[src/rtl/bus_scheduler_if.sv]
// rtl/bus_scheduler_if.sv - request/grant bundle between bus masters and the scheduler
interface bus_scheduler_if;
  logic       Req1;
  logic       Req2;
  logic       Req3;
  logic       Valid;
  logic       Ack1;
  logic       Ack2;
  logic       Ack3;
  logic [1:0] Owner;
  logic [3:0] BeatCount;
  logic       Preempt;
  logic       Timeout;

  modport slave (
    input  Req1, Req2, Req3, Valid,
    output Ack1, Ack2, Ack3, Owner, BeatCount, Preempt, Timeout
  );

  modport master (
    output Req1, Req2, Req3, Valid,
    input  Ack1, Ack2, Ack3, Owner, BeatCount, Preempt, Timeout
  );
endinterface

[src/rtl/bus_scheduler.sv]
// rtl/bus_scheduler.sv - three-master round-robin bus scheduler with beat limit and idle timeout
module bus_scheduler #(
  parameter int MAX_BEATS = 8,
  parameter int TIMEOUT   = 4
) (
  input logic            clk,
  input logic            reset,
  bus_scheduler_if.slave bus
);

  typedef enum logic [1:0] {
    IDLE    = 2'd0,
    GRANT   = 2'd1,
    RELEASE = 2'd2
  } state_t;

  localparam logic [3:0] MAX_B = 4'(MAX_BEATS);
  localparam logic [3:0] TO_C  = 4'(TIMEOUT);

  state_t     state_q, state_d;
  logic [1:0] cur_q, cur_d;        // tenure owner, kept through RELEASE
  logic [1:0] last_q, last_d;      // previous owner, seeds the rotation
  logic [1:0] owner_q, owner_d;    // visible owner, zero outside GRANT
  logic [3:0] beat_q, beat_d;
  logic [3:0] idle_q, idle_d;
  logic [2:0] ack_q, ack_d;
  logic       preempt_q, preempt_d;
  logic       timeout_q, timeout_d;
  logic [1:0] winner;
  logic       own_req;

  // Round-robin pick: search starts at the master after the last owner
  always_comb begin
    winner = 2'd0;
    case (last_q)
      2'd1: begin
        if (bus.Req2) winner = 2'd2;
        else if (bus.Req3) winner = 2'd3;
        else if (bus.Req1) winner = 2'd1;
      end
      2'd2: begin
        if (bus.Req3) winner = 2'd3;
        else if (bus.Req1) winner = 2'd1;
        else if (bus.Req2) winner = 2'd2;
      end
      default: begin
        if (bus.Req1) winner = 2'd1;
        else if (bus.Req2) winner = 2'd2;
        else if (bus.Req3) winner = 2'd3;
      end
    endcase
  end

  // Request line of whoever currently holds the tenure
  always_comb begin
    own_req = 1'b0;
    case (cur_q)
      2'd1:    own_req = bus.Req1;
      2'd2:    own_req = bus.Req2;
      2'd3:    own_req = bus.Req3;
      default: own_req = 1'b0;
    endcase
  end

  // Next-state and registered-output decode
  always_comb begin
    state_d   = state_q;
    cur_d     = cur_q;
    last_d    = last_q;
    beat_d    = beat_q;
    idle_d    = idle_q;
    preempt_d = 1'b0;
    timeout_d = 1'b0;
    case (state_q)
      IDLE: begin
        if (bus.Req1 || bus.Req2 || bus.Req3) begin
          cur_d   = winner;
          beat_d  = 4'd0;
          idle_d  = 4'd0;
          state_d = GRANT;
        end
      end
      GRANT: begin
        if (bus.Valid) begin
          beat_d = beat_q + 4'd1;
          idle_d = 4'd0;
        end else begin
          idle_d = idle_q + 4'd1;
        end
        // A dropped request outranks both limits and suppresses the cause pulses
        if (!own_req) begin
          state_d = RELEASE;
        end else if (bus.Valid && (beat_q + 4'd1 == MAX_B)) begin
          state_d   = RELEASE;
          preempt_d = 1'b1;
        end else if (!bus.Valid && (idle_q + 4'd1 == TO_C)) begin
          state_d   = RELEASE;
          timeout_d = 1'b1;
        end
      end
      RELEASE: begin
        last_d  = cur_q;
        state_d = IDLE;
      end
      default: begin
        state_d = IDLE;
      end
    endcase
    owner_d = (state_d == GRANT) ? cur_d : 2'd0;
    ack_d   = {3{state_d == GRANT}} & {cur_d == 2'd3, cur_d == 2'd2, cur_d == 2'd1};
  end

  // State register; reset drops any tenure without a cause pulse
  always_ff @(posedge clk or posedge reset) begin
    if (reset) begin
      state_q   <= IDLE;
      cur_q     <= 2'd0;
      last_q    <= 2'd3;
      owner_q   <= 2'd0;
      beat_q    <= 4'd0;
      idle_q    <= 4'd0;
      ack_q     <= 3'b000;
      preempt_q <= 1'b0;
      timeout_q <= 1'b0;
    end else begin
      state_q   <= state_d;
      cur_q     <= cur_d;
      last_q    <= last_d;
      owner_q   <= owner_d;
      beat_q    <= beat_d;
      idle_q    <= idle_d;
      ack_q     <= ack_d;
      preempt_q <= preempt_d;
      timeout_q <= timeout_d;
    end
  end

  assign bus.Ack1      = ack_q[0];
  assign bus.Ack2      = ack_q[1];
  assign bus.Ack3      = ack_q[2];
  assign bus.Owner     = owner_q;
  assign bus.BeatCount = beat_q;
  assign bus.Preempt   = preempt_q;
  assign bus.Timeout   = timeout_q;

endmodule
[src/flat_wrapper.sv]
// flat-port wrapper written by rule: the top's interface ports become plain ports
module bus_scheduler_flat 
#(
  parameter int MAX_BEATS = 8,
  parameter int TIMEOUT   = 4
)
  (clk, reset, bus_Req1, bus_Req2, bus_Req3, bus_Valid, bus_Ack1, bus_Ack2, bus_Ack3, bus_Owner, bus_BeatCount, bus_Preempt, bus_Timeout);
  bus_scheduler_if bus_i ();
  input logic clk;
  input logic reset;
  input wire logic [$bits(bus_i.Req1)-1:0] bus_Req1;
  input wire logic [$bits(bus_i.Req2)-1:0] bus_Req2;
  input wire logic [$bits(bus_i.Req3)-1:0] bus_Req3;
  input wire logic [$bits(bus_i.Valid)-1:0] bus_Valid;
  output wire logic [$bits(bus_i.Ack1)-1:0] bus_Ack1;
  output wire logic [$bits(bus_i.Ack2)-1:0] bus_Ack2;
  output wire logic [$bits(bus_i.Ack3)-1:0] bus_Ack3;
  output wire logic [$bits(bus_i.Owner)-1:0] bus_Owner;
  output wire logic [$bits(bus_i.BeatCount)-1:0] bus_BeatCount;
  output wire logic [$bits(bus_i.Preempt)-1:0] bus_Preempt;
  output wire logic [$bits(bus_i.Timeout)-1:0] bus_Timeout;
  assign bus_i.Req1 = bus_Req1;
  assign bus_i.Req2 = bus_Req2;
  assign bus_i.Req3 = bus_Req3;
  assign bus_i.Valid = bus_Valid;
  assign bus_Ack1 = bus_i.Ack1;
  assign bus_Ack2 = bus_i.Ack2;
  assign bus_Ack3 = bus_i.Ack3;
  assign bus_Owner = bus_i.Owner;
  assign bus_BeatCount = bus_i.BeatCount;
  assign bus_Preempt = bus_i.Preempt;
  assign bus_Timeout = bus_i.Timeout;
  bus_scheduler #(.MAX_BEATS(MAX_BEATS), .TIMEOUT(TIMEOUT)) u_core (.clk(clk), .reset(reset), .bus(bus_i));
endmodule
[config.mk]
export PLATFORM = sky130hd
export DESIGN_NAME = bus_scheduler_flat
export DESIGN_NICKNAME = d
export VERILOG_FILES = /design/src/rtl/bus_scheduler_if.sv /design/src/rtl/bus_scheduler.sv /design/src/flat_wrapper.sv
export SDC_FILE = /design/constraint.sdc
export NUM_CORES = 1
export LEC_CHECK = 0
export CORE_UTILIZATION = 56
export CTS_BUF_LIST = sky130_fd_sc_hd__clkbuf_2
export CTS_CLUSTER_DIAMETER = 80
export CTS_CLUSTER_SIZE = 14
export DETAILED_ROUTE_END_ITERATION = 10
export DONT_BUFFER_PORTS = 1
export HOLD_SLACK_MARGIN = 0.06
export PLACE_DENSITY_LB_ADDON = 0.2
export SYNTH_ARGS = -nofsm -noshare
export SYNTH_HDL_FRONTEND = slang
export SYNTH_SLANG_ARGS = --single-unit
[constraint.sdc]
create_clock -name clk -period 2 [get_ports clk]
set_input_delay 0 -clock clk [delete_from_list [all_inputs] [get_ports clk]]
set_output_delay 0 -clock clk [all_outputs]
set_load 0.03 [all_outputs]
==> impl_metrics.tcl, run 1 <==
set metrics [dict create \
    synthToLayoutAreaGrowth_pct 13.1 \
    firstDrtPassIters 4 \
    final_nets 126 \
    min-delay-path-class "input pin to register" \
    grt-ovfl-total 0 \
    maxCapViolations 0 \
    worst_slew_pin_slew_ps 779 \
    detail_route.iter0.violations 10 \
    final_cell_area_um2 1190 \
    grt_first_pass_wirelength_mm 2.97 \
    finalCritPeriodShare_pct 91.0 \
    met2_usage_pct 31.0 \
    timing.clock.skew_ps 12.3 \
    rows 15 \
    clkLatencyLatePin_ps 320 \
    top_level_pins 17 \
    global_route.usage.total_pct 20.6 \
    final_layout_size_suffix_gt1_share_pct 17.5 \
    r2r_depth 7 \
    gpl.final_weighted_congestion 0.819 \
    ctsLongestPathBuffers 2 \
    post-route-drc-count 0 \
    cts_tree "yes" \
    design.die.area_um2 2060 \
    max-slew-margin-rel_pct 48.0 \
    rsz0062_at_grt "no" \
    post_synth_main_area_contributors "sky130_fd_sc_hd__dfrtp_1 45%, sky130_fd_sc_hd__ha_1 5.9%, sky130_fd_sc_hd__o21ai_0 5.2%" \
    ant_nets 0 \
    post-route-worst-setup-slack_ps 181 \
    start_util_pct 60.3 \
    power.density_cell_area_nw_per_um2 1320 \
    routed_wirelength_mm 1.85 \
    tritoncts.num_buffers 3 \
    grt_max_degree 22 \
    layout_commonest_cell "sky130_fd_sc_hd__dfrtp_1" \
    detailed_place.area_um2 1100 \
    fmax_ghz 0.550 \
    cts_sinks 21 \
    worstPathRequired_ps 2220 \
    power.ir.vdd_worst_mv 0.906 \
    synthesis.area_per_instance_um2 10.4 \
    hold-worst-slack_ps 94.2 \
    first_global_vias 697 \
    most-common-layout-cells "19 x sky130_fd_sc_hd__dfrtp_1, 11 x sky130_fd_sc_hd__nand2_1, 11 x sky130_fd_sc_hd__o21ai_0" \
    leading_area_contributor_after_synthesis "sky130_fd_sc_hd__dfrtp_1" \
    fin_tns_setup_ps 0 \
    antenna_found_initial 0 \
    groute.layer.met1.usage_pct 28.2 \
    grt.met3_usage_pct 4.40 \
    ys_seq_elements 21 \
    dpl_worst_slack_ps 223 \
    post_synth_instance_area_um2 1050 \
    synth.top_cell.area_share_pct 45.2 \
    finish.cell_count_without_fillers 139 \
    wl_per_cell_um 13.3 \
    die_width_um 45.3 \
    final_core_util_pct 68.2 \
    fp.dieH_um 45.3 \
    finalHoldViolations 0 \
    timing.hold.worst_path_depth 3 \
    report.final.slew_viol_count 0 \
    leakagePower_nw 0.580 \
    crit_path_start_kind "register" \
    clock_slew_at_reported_path_ffs_ps 180 \
    rr_startpoint "u_core.last_q[0]" \
    ff2ff_setup_slack_ps 180 \
    dp_hpwl_mm 1.29 \
    core_area_um2 1750 \
    vias 771 \
    grt.busiest_layer "met2" \
    endpoint_kind "register" \
    worst-endpoint-arrival_ps 2040 \
    regToRegEndpoint "u_core.ack_q[2]" \
    clock_tree.htree_level_count 1 \
    synthDistinctLibCells 32 \
    numPlacedInstances 128 \
    fin_total_pwr_mw 1.57 \
    worst_hold_start "bus_Req2" \
    netlist_instances 101 \
    outcome "finished, final reports clean" \
    synth_fp_nets 112 \
    antenna_cells 0 \
    yosysWarnings 0 \
    fillers 150 \
    root_buffer "sky130_fd_sc_hd__clkbuf_2" \
    path_max_fanout 4 \
    timing.hold.worst_endpoint "u_core.cur_q[0]" \
    post-route-min-period_ps 1820 \
    drt-vias-per-instance 5.55 \
    setup_crit_path_kind "register to register" \
    ys_seq_area_share_pct 50.2 \
    setup_violations 0 \
    buffer_ports.inserted 0 \
]
synthesized netlist by cell type, drive strengths merged:
library cell	count
dfrtp	19
o21ai	12
nand2	11
inv	8
nor2	6
ha	5
a21oi	4
nand2b	4
nand3	4
mux2	3
nor3	3
a21o	2
a31oi	2
dfstp	2
xor2	2
a22o	1
a41oi	1
and3	1
buf	1
clkbuf	1
mux2i	1
nor2b	1
nor4	1
o31a	1
o31ai	1
o32ai	1
or3	1
or4b	1
xnor2	1
power breakdown:
part	total [mW]	leakage, nW	switching [mW]	internal, mW
clock	0.179	0.0166	0.126	0.0530
combinational	0.669	0.287	0.378	0.290
sequential	0.727	0.276	0.167	0.559
total	1.57	0.580	0.672	0.903
flip-flops by register name, indices dropped and copies added, names as in the netlist:
name and cells:
u_core.bus.BeatCount 4, u_core.state_q 2, u_core.bus.Preempt 1, u_core.ack_q 3, u_core.last_q 2, u_core.cur_q 2, u_core.bus.Timeout 1, u_core.idle_q 4
u_core.bus.Owner 2
per-layer routing:
layer  share of wire, %  wire, um
met4                1.9        35
met3                5.5       101
met2                 44       815
met1                 49       902
met5                  0         0
worst max-delay path, stage by stage (launching register included):
cell and delay (ps):
sky130_fd_sc_hd__dfstp_2 580, sky130_fd_sc_hd__inv_1 40, sky130_fd_sc_hd__ha_1 330, sky130_fd_sc_hd__o32ai_1 260, sky130_fd_sc_hd__a31oi_1 100, sky130_fd_sc_hd__mux2i_2 240
sky130_fd_sc_hd__buf_4 160, sky130_fd_sc_hd__nor2_1 40
timing repair:
| item | in CTS | in global routing |
|---|---|---|
| hold buffers | 6 | 0 |
| setup buffers | 0 | 1 |
| gates resized for setup | 0 | 1 |
| endpoints found under the hold margin | 32 | 0 |
| endpoints found under the setup margin | 0 | 1 |
worst max path at each step:
| stage | startpoint | endpoint | cells after the start | slack [ps] |
|---|---|---|---|---|
| 2_1_floorplan | u_core.bus.BeatCount[0] | u_core.ack_q[2] | 5 | 230 |
| 3_3_place_gp | u_core.last_q[0] | u_core.ack_q[1] | 7 | 240 |
| 3_5_place_dp | u_core.last_q[0] | u_core.ack_q[1] | 7 | 220 |
| 4_1_cts | u_core.last_q[0] | u_core.ack_q[1] | 7 | 190 |
| 5_1_grt | u_core.last_q[0] | u_core.ack_q[1] | 7 | 20 |
| 6_report | u_core.last_q[0] | u_core.ack_q[2] | 7 | 180 |
logic make-up (layout without fill, tap and decap cells):
family                     after synthesis  after routing  synth area share (%)
DFF                                     21             21                  50.2
adders and majority gates                5              5                  5.95
and+or+nand+nor                         33             33                  15.7
muxes                                    4              4                  4.16
AOI/OAI and AO/OA                       25             25                  17.2
xor gates and xnor gates                 3              3                  2.50
buffers and inverters                   10             23                  4.28
layout make-up:
type	instances	area, um^2	share of cell area (%)
sequential	21	528	44.4
timing repair buffer	11	97.6	8.20
clock buffer	4	20.0	1.68
inverter	8	30.0	2.52
multi-input combinational	70	483	40.6
tap	25	31.3	2.63
Power figures use the tool's default switching activity.
==> inputs of run 2 (changes only) <==
--- a/config.mk
+++ b/config.mk
@@ -14,4 +14,5 @@
 export HOLD_SLACK_MARGIN = 0.06
 export PLACE_DENSITY_LB_ADDON = 0.2
+export REMOVE_ABC_BUFFERS = 1
 export SYNTH_ARGS = -nofsm -noshare
 export SYNTH_HDL_FRONTEND = slang
==> constraint.sdc (replaced) <==
create_clock -name clk -period 2 [get_ports clk]
set_input_delay 0.2 -clock clk [delete_from_list [all_inputs] [get_ports clk]]
set_output_delay 0.2 -clock clk [all_outputs]
set_load 0.03 [all_outputs]
==> impl_metrics.tcl, run 2 (synthesized netlist as in run 1, its figures left out) <==
set metrics [dict create \
    outcome "finished, final reports clean" \
    power.density_cell_area_nw_per_um2 1320 \
    cts_tree "yes" \
    firstDrtPassIters 4 \
    drt-vias-per-instance 5.35 \
    ant_nets 0 \
    antenna_cells 0 \
    synthToLayoutAreaGrowth_pct 8.20 \
    start_util_pct 60.3 \
    report.final.slew_viol_count 0 \
    post-route-drc-count 0 \
    layout_commonest_cell "sky130_fd_sc_hd__dfrtp_1" \
    gpl.final_weighted_congestion 0.822 \
    grt_max_degree 22 \
    top_level_pins 17 \
    dp_hpwl_mm 1.20 \
    buffer_ports.inserted 0 \
    clkLatencyLatePin_ps 310 \
    rows 15 \
    ctsLongestPathBuffers 2 \
    worst_slew_pin_slew_ps 773 \
    setup_crit_path_kind "register to register" \
    fin_tns_setup_ps 0 \
    crit_path_start_kind "register" \
    post-route-min-period_ps 1790 \
    fp.dieH_um 45.3 \
    wl_per_cell_um 12.7 \
    core_area_um2 1750 \
    clock_slew_at_reported_path_ffs_ps 190 \
    timing.clock.skew_ps 18.5 \
    cts_sinks 21 \
    worstPathRequired_ps 2240 \
    final_nets 121 \
    tritoncts.num_buffers 3 \
    setup_violations 0 \
    fmax_ghz 0.559 \
    vias 717 \
    design.die.area_um2 2060 \
    rr_startpoint "u_core.last_q[0]" \
    detailed_place.area_um2 1100 \
    final_core_util_pct 65.2 \
    worst_hold_start "bus_Valid" \
    first_global_vias 639 \
    final_cell_area_um2 1140 \
    maxCapViolations 0 \
    fillers 146 \
    die_width_um 45.3 \
    worst-endpoint-arrival_ps 2030 \
    finalCritPeriodShare_pct 89.5 \
    grt-ovfl-total 0 \
    antenna_found_initial 0 \
    leakagePower_nw 0.561 \
    max-slew-margin-rel_pct 48.4 \
    finalHoldViolations 0 \
    critPathLaunch "u_core.last_q[0]" \
    rsz0062_at_grt "no" \
    clock_tree.htree_level_count 1 \
    grt_first_pass_wirelength_mm 2.76 \
    cts.repair_timing.setup_buffer_count 0 \
    final_layout_size_suffix_gt1_share_pct 16.5 \
    most-common-layout-cells "19 x sky130_fd_sc_hd__dfrtp_1, 11 x sky130_fd_sc_hd__nand2_1, 11 x sky130_fd_sc_hd__o21ai_0" \
    routed_wirelength_mm 1.70 \
    endpoint_kind "register" \
    power.ir.vdd_worst_mv 1.01 \
    root_buffer "sky130_fd_sc_hd__clkbuf_2" \
    global_route.usage.total_pct 19.2 \
    path_max_fanout 4 \
    detail_route.iter0.violations 17 \
    min-delay-path-class "input pin to register" \
]
==> run 2: power by group <==
group          internal (mW)  total, mW  switching [mW]
Clock                 0.0530      0.171           0.118
Combinational          0.252      0.603           0.351
Sequential             0.559      0.732           0.173
==> run 2: through the flow <==
stage / worst slack, ps / cells / total power, mW / hold slack, ps
after CTS: 211 / 134 / 1.52 / 88.5
final: 210 / 134 / 1.51 / 98.6
after floorplan: 232 / 99 / 1.18 / 175
after detailed placement: 236 / 128 / 1.34 / 275
after global routing: 55.5 / 134 / 1.62 / 77.1
after global placement: 261 / 128 / 1.33 / 258
==> run 2: area by class of cell <==
class                      instances  area, um^2  share of cell area, %
timing repair buffer               6        50.0                   4.40
sequential                        21         528                   46.4
inverter                           8        30.0                   2.64
tap                               25        31.3                   2.75
clock buffer                       4        20.0                   1.76
multi-input combinational         70         479                   42.1
==> run 2: worst paths after layout <==
| check | endpoint | slack, ps | cells past startpoint |
|---|---|---|---|
| setup reg to reg | u_core.ack_q[1] | 210 | 7 |
| hold reg to reg | u_core.idle_q[2] | 540 | 1 |
| min in group asynchronous | u_core.bus.Timeout | 440 | 2 |
| setup / recovery | u_core.ack_q[1] | 210 | 7 |
| hold / removal | u_core.idle_q[2] | 100 | 3 |
| max in group asynchronous | u_core.state_q[0] | 1060 | 2 |
==> run 2: critical path, cell delays in order (launching register included) <==
cell	delay, ps
sky130_fd_sc_hd__dfstp_2	570
sky130_fd_sc_hd__inv_1	40
sky130_fd_sc_hd__ha_1	320
sky130_fd_sc_hd__o32ai_1	220
sky130_fd_sc_hd__a31oi_1	70
sky130_fd_sc_hd__mux2i_1	290
sky130_fd_sc_hd__inv_1	110
sky130_fd_sc_hd__nor2_1	110
==> run 2: timing repair <==
action | in CTS | in global routing
endpoints found under the setup margin | 0 | 0
hold buffers | 2 | 0
endpoints found under the hold margin | 25 | 0
resized for setup | 0 | 0
==> run 2: routing by layer <==
| layer | vias up | global-route usage, % | part of all wire (%) |
|---|---|---|---|
| li1 | 368 | - | - |
| met1 | 331 | 29.2 | 53 |
| met2 | 16 | 25.5 | 42 |
| met3 | 2 | 4.40 | 4.8 |
| met4 | 0 | 9.09 | 0.59 |
| met5 | - | 0 | 0 |
==> inputs of run 3 (changes only) <==
Settings changed: ABC_AREA set to 1.
Clock period 2 ns to 2.06 ns, I/O delays scaled along.
==> impl_metrics.tcl, run 3 <==
set metrics [dict create \
    outcome "finished, final reports clean" \
    vias 860 \
    final_nets 159 \
    layout_commonest_cell "sky130_fd_sc_hd__nand2_1" \
    rr_startpoint "u_core.last_q[0]" \
    synthDistinctLibCells 20 \
    ys_seq_elements 21 \
    finish.cell_count_without_fillers 172 \
    post_synth_main_area_contributors "sky130_fd_sc_hd__dfrtp_1 43%, sky130_fd_sc_hd__nand2_1 11%, sky130_fd_sc_hd__inv_1 8.8%" \
    global_route.usage.total_pct 21.5 \
    sequential_cell_area_um2 528 \
    synthToLayoutAreaGrowth_pct 7.09 \
    antenna_found_initial 0 \
    fp.dieH_um 46.5 \
    worst_slew_pin_slew_ps 764 \
    cts_sinks 21 \
    detail_route.iter0.violations 29 \
    tritoncts.num_buffers 3 \
    multi_input_comb_area_um2 485 \
    worstPathRequired_ps 2330 \
    numPlacedInstances 166 \
    fillers 166 \
    power.ir.vdd_worst_mv 0.898 \
    critPathLaunch "u_core.last_q[0]" \
    detailed_place.area_um2 1150 \
    synth_edf_count 0 \
    dp_hpwl_mm 1.41 \
    wl_per_cell_um 11.2 \
    grt-ovfl-total 0 \
    rsz0062_at_grt "no" \
    post-route-min-period_ps 1730 \
    clock_tree.htree_level_count 1 \
    yosys.cell_count.top_type "sky130_fd_sc_hd__nand2_1" \
    netlist_instances 140 \
    leading_area_contributor_after_synthesis "sky130_fd_sc_hd__dfrtp_1" \
    async_s_r_ff_share_synth_pct 100 \
    worst_hold_start "bus_Valid" \
    root_buffer "sky130_fd_sc_hd__clkbuf_2" \
    finalHoldViolations 0 \
    endpoint_kind "register" \
    final_layout_size_suffix_gt1_share_pct 10.9 \
    most-common-layout-cells "32 x sky130_fd_sc_hd__nand2_1, 26 x sky130_fd_sc_hd__inv_1, 19 x sky130_fd_sc_hd__nor2_1, 19 x sky130_fd_sc_hd__dfrtp_1, 14 x sky130_fd_sc_hd__nand3_1" \
    setup_crit_path_kind "register to register" \
    r2r_depth 9 \
    yosys_most_used_dff "sky130_fd_sc_hd__dfrtp_1" \
    top_level_pins 17 \
    cts.repair_timing.setup_buffer_count 0 \
    synth_top_cells_by_count "32 x sky130_fd_sc_hd__nand2_1, 26 x sky130_fd_sc_hd__inv_1, 19 x sky130_fd_sc_hd__dfrtp_1, 19 x sky130_fd_sc_hd__nor2_1, 14 x sky130_fd_sc_hd__nand3_1" \
    finalCritPeriodShare_pct 83.9 \
    first_global_vias 796 \
    post-route-drc-count 0 \
    synth.top_cell.area_share_pct 42.8 \
    start_util_pct 61.7 \
    ys_seq_area_share_pct 47.5 \
    worst-endpoint-arrival_ps 1990 \
    clock_slew_at_reported_path_ffs_ps 180 \
    gpl.final_weighted_congestion 0.805 \
    report.final.slew_viol_count 0 \
    setup_violations 0 \
    antenna_cells 0 \
    maxCapViolations 0 \
    die_width_um 46.5 \
    routed_wirelength_mm 1.92 \
    min-delay-path-class "input pin to register" \
    hold-worst-slack_ps 128 \
    design.die.area_um2 2170 \
    buffer_ports.inserted 0 \
    drt-vias-per-instance 5.00 \
    fin_total_pwr_mw 1.66 \
    timing.hold.worst_endpoint "u_core.idle_q[2]" \
    firstDrtPassIters 4 \
    crit_path_start_kind "register" \
    grt_max_degree 22 \
    max-slew-margin-rel_pct 49.0 \
    rows 15 \
    core_area_um2 1800 \
    cts_tree "yes" \
    path_max_fanout 5 \
    final_cell_area_um2 1190 \
    clkLatencyLatePin_ps 310 \
    timing.hold.worst_path_depth 3 \
    ctsLongestPathBuffers 2 \
    fin_tns_setup_ps 0 \
    grt_first_pass_wirelength_mm 3.24 \
    timing.clock.skew_ps 2.49 \
    ff2ff_setup_slack_ps 330 \
    post_synth_instance_area_um2 1110 \
    regToRegEndpoint "u_core.ack_q[0]" \
    leakagePower_nw 0.641 \
    synthesis.area_per_instance_um2 7.94 \
    yosysWarnings 0 \
    power.density_cell_area_nw_per_um2 1390 \
    ant_nets 0 \
    fmax_ghz 0.579 \
]
run 3: cell types whose count changed in the layout (fill, tap and decap cells not counted), sizes merged, moves of 3 or more:
cell	delta
nand2	+23
inv	+18
nor2	+16
nand3	+11
nand2b	-4
a21oi	-3
buf	-3
mux2	-3
nor3	-3
run 3: cell families after synthesis:
kind of cell / after synthesis / share of synthesized area (%)
AND/OR/NAND/NOR: 73 / 29.7
adder cells (fa/ha/maj): 5 / 5.63
flip-flops: 21 / 47.5
buffers and inverters: 26 / 8.78
AO/OA/AOI/OAI: 15 / 8.33
run 3: power breakdown:
part | internal [mW] | switching, mW | leakage (nW)
Clock | 0.0440 | 0.118 | 0.0164
Sequential | 0.559 | 0.219 | 0.273
Combinational | 0.256 | 0.462 | 0.353
run 3: repair_timing:
| action | CTS | global route |
|---|---|---|
| resized for setup | 0 | 0 |
| hold buffers | 2 | 0 |
| hold endpoints to repair | 22 | 0 |
| setup endpoints to repair | 0 | 0 |
run 3: how the worst max path moves through the flow:
stage,endpoint,cells past startpoint
6_report,u_core.ack_q[0],9
5_1_grt,u_core.ack_q[0],9
4_1_cts,u_core.ack_q[0],9
3_5_place_dp,u_core.ack_q[0],9
3_3_place_gp,u_core.ack_q[0],9
2_1_floorplan,u_core.ack_q[2],10
run 3: through the flow:
step | util, % | setup slack, ps
4_1_cts | 66.0 | 332
5_1_grt | 66.0 | 153
3_5_place_dp | 63.8 | 362
3_3_place_gp | 63.8 | 406
2_1_floorplan | - | 547
6_report | 66.0 | 333
run 3: layout make-up:
| type | instances | share of cell area [%] |
|---|---|---|
| Clock buffer | 3 | 1.26 |
| Inverter | 26 | 8.20 |
| Tap cell | 25 | 2.63 |
| Timing Repair Buffer | 3 | 2.31 |
| Multi-Input combinational cell | 93 | 40.8 |
| Clock inverter | 1 | 0.421 |
| Sequential cell | 21 | 44.4 |
run 3: critical path: stages (launching register included):
cell and delay (ps):
sky130_fd_sc_hd__dfstp_2 590, sky130_fd_sc_hd__inv_1 40, sky130_fd_sc_hd__ha_1 340, sky130_fd_sc_hd__inv_1 70
sky130_fd_sc_hd__nand2_1 50, sky130_fd_sc_hd__nand3_1 70, sky130_fd_sc_hd__nand2_1 70, sky130_fd_sc_hd__o21ai_0 250
sky130_fd_sc_hd__nand2_1 90, sky130_fd_sc_hd__nor2_1 110
run 3: metal layers:
layer | GRT usage, % | up-vias | wire length, um
li1 | - | 451 | -
met4 | 5.29 | 0 | 11
met2 | 36.4 | 19 | 924
met3 | 6.67 | 2 | 81
met1 | 26.2 | 388 | 904
met5 | 0 | - | 0
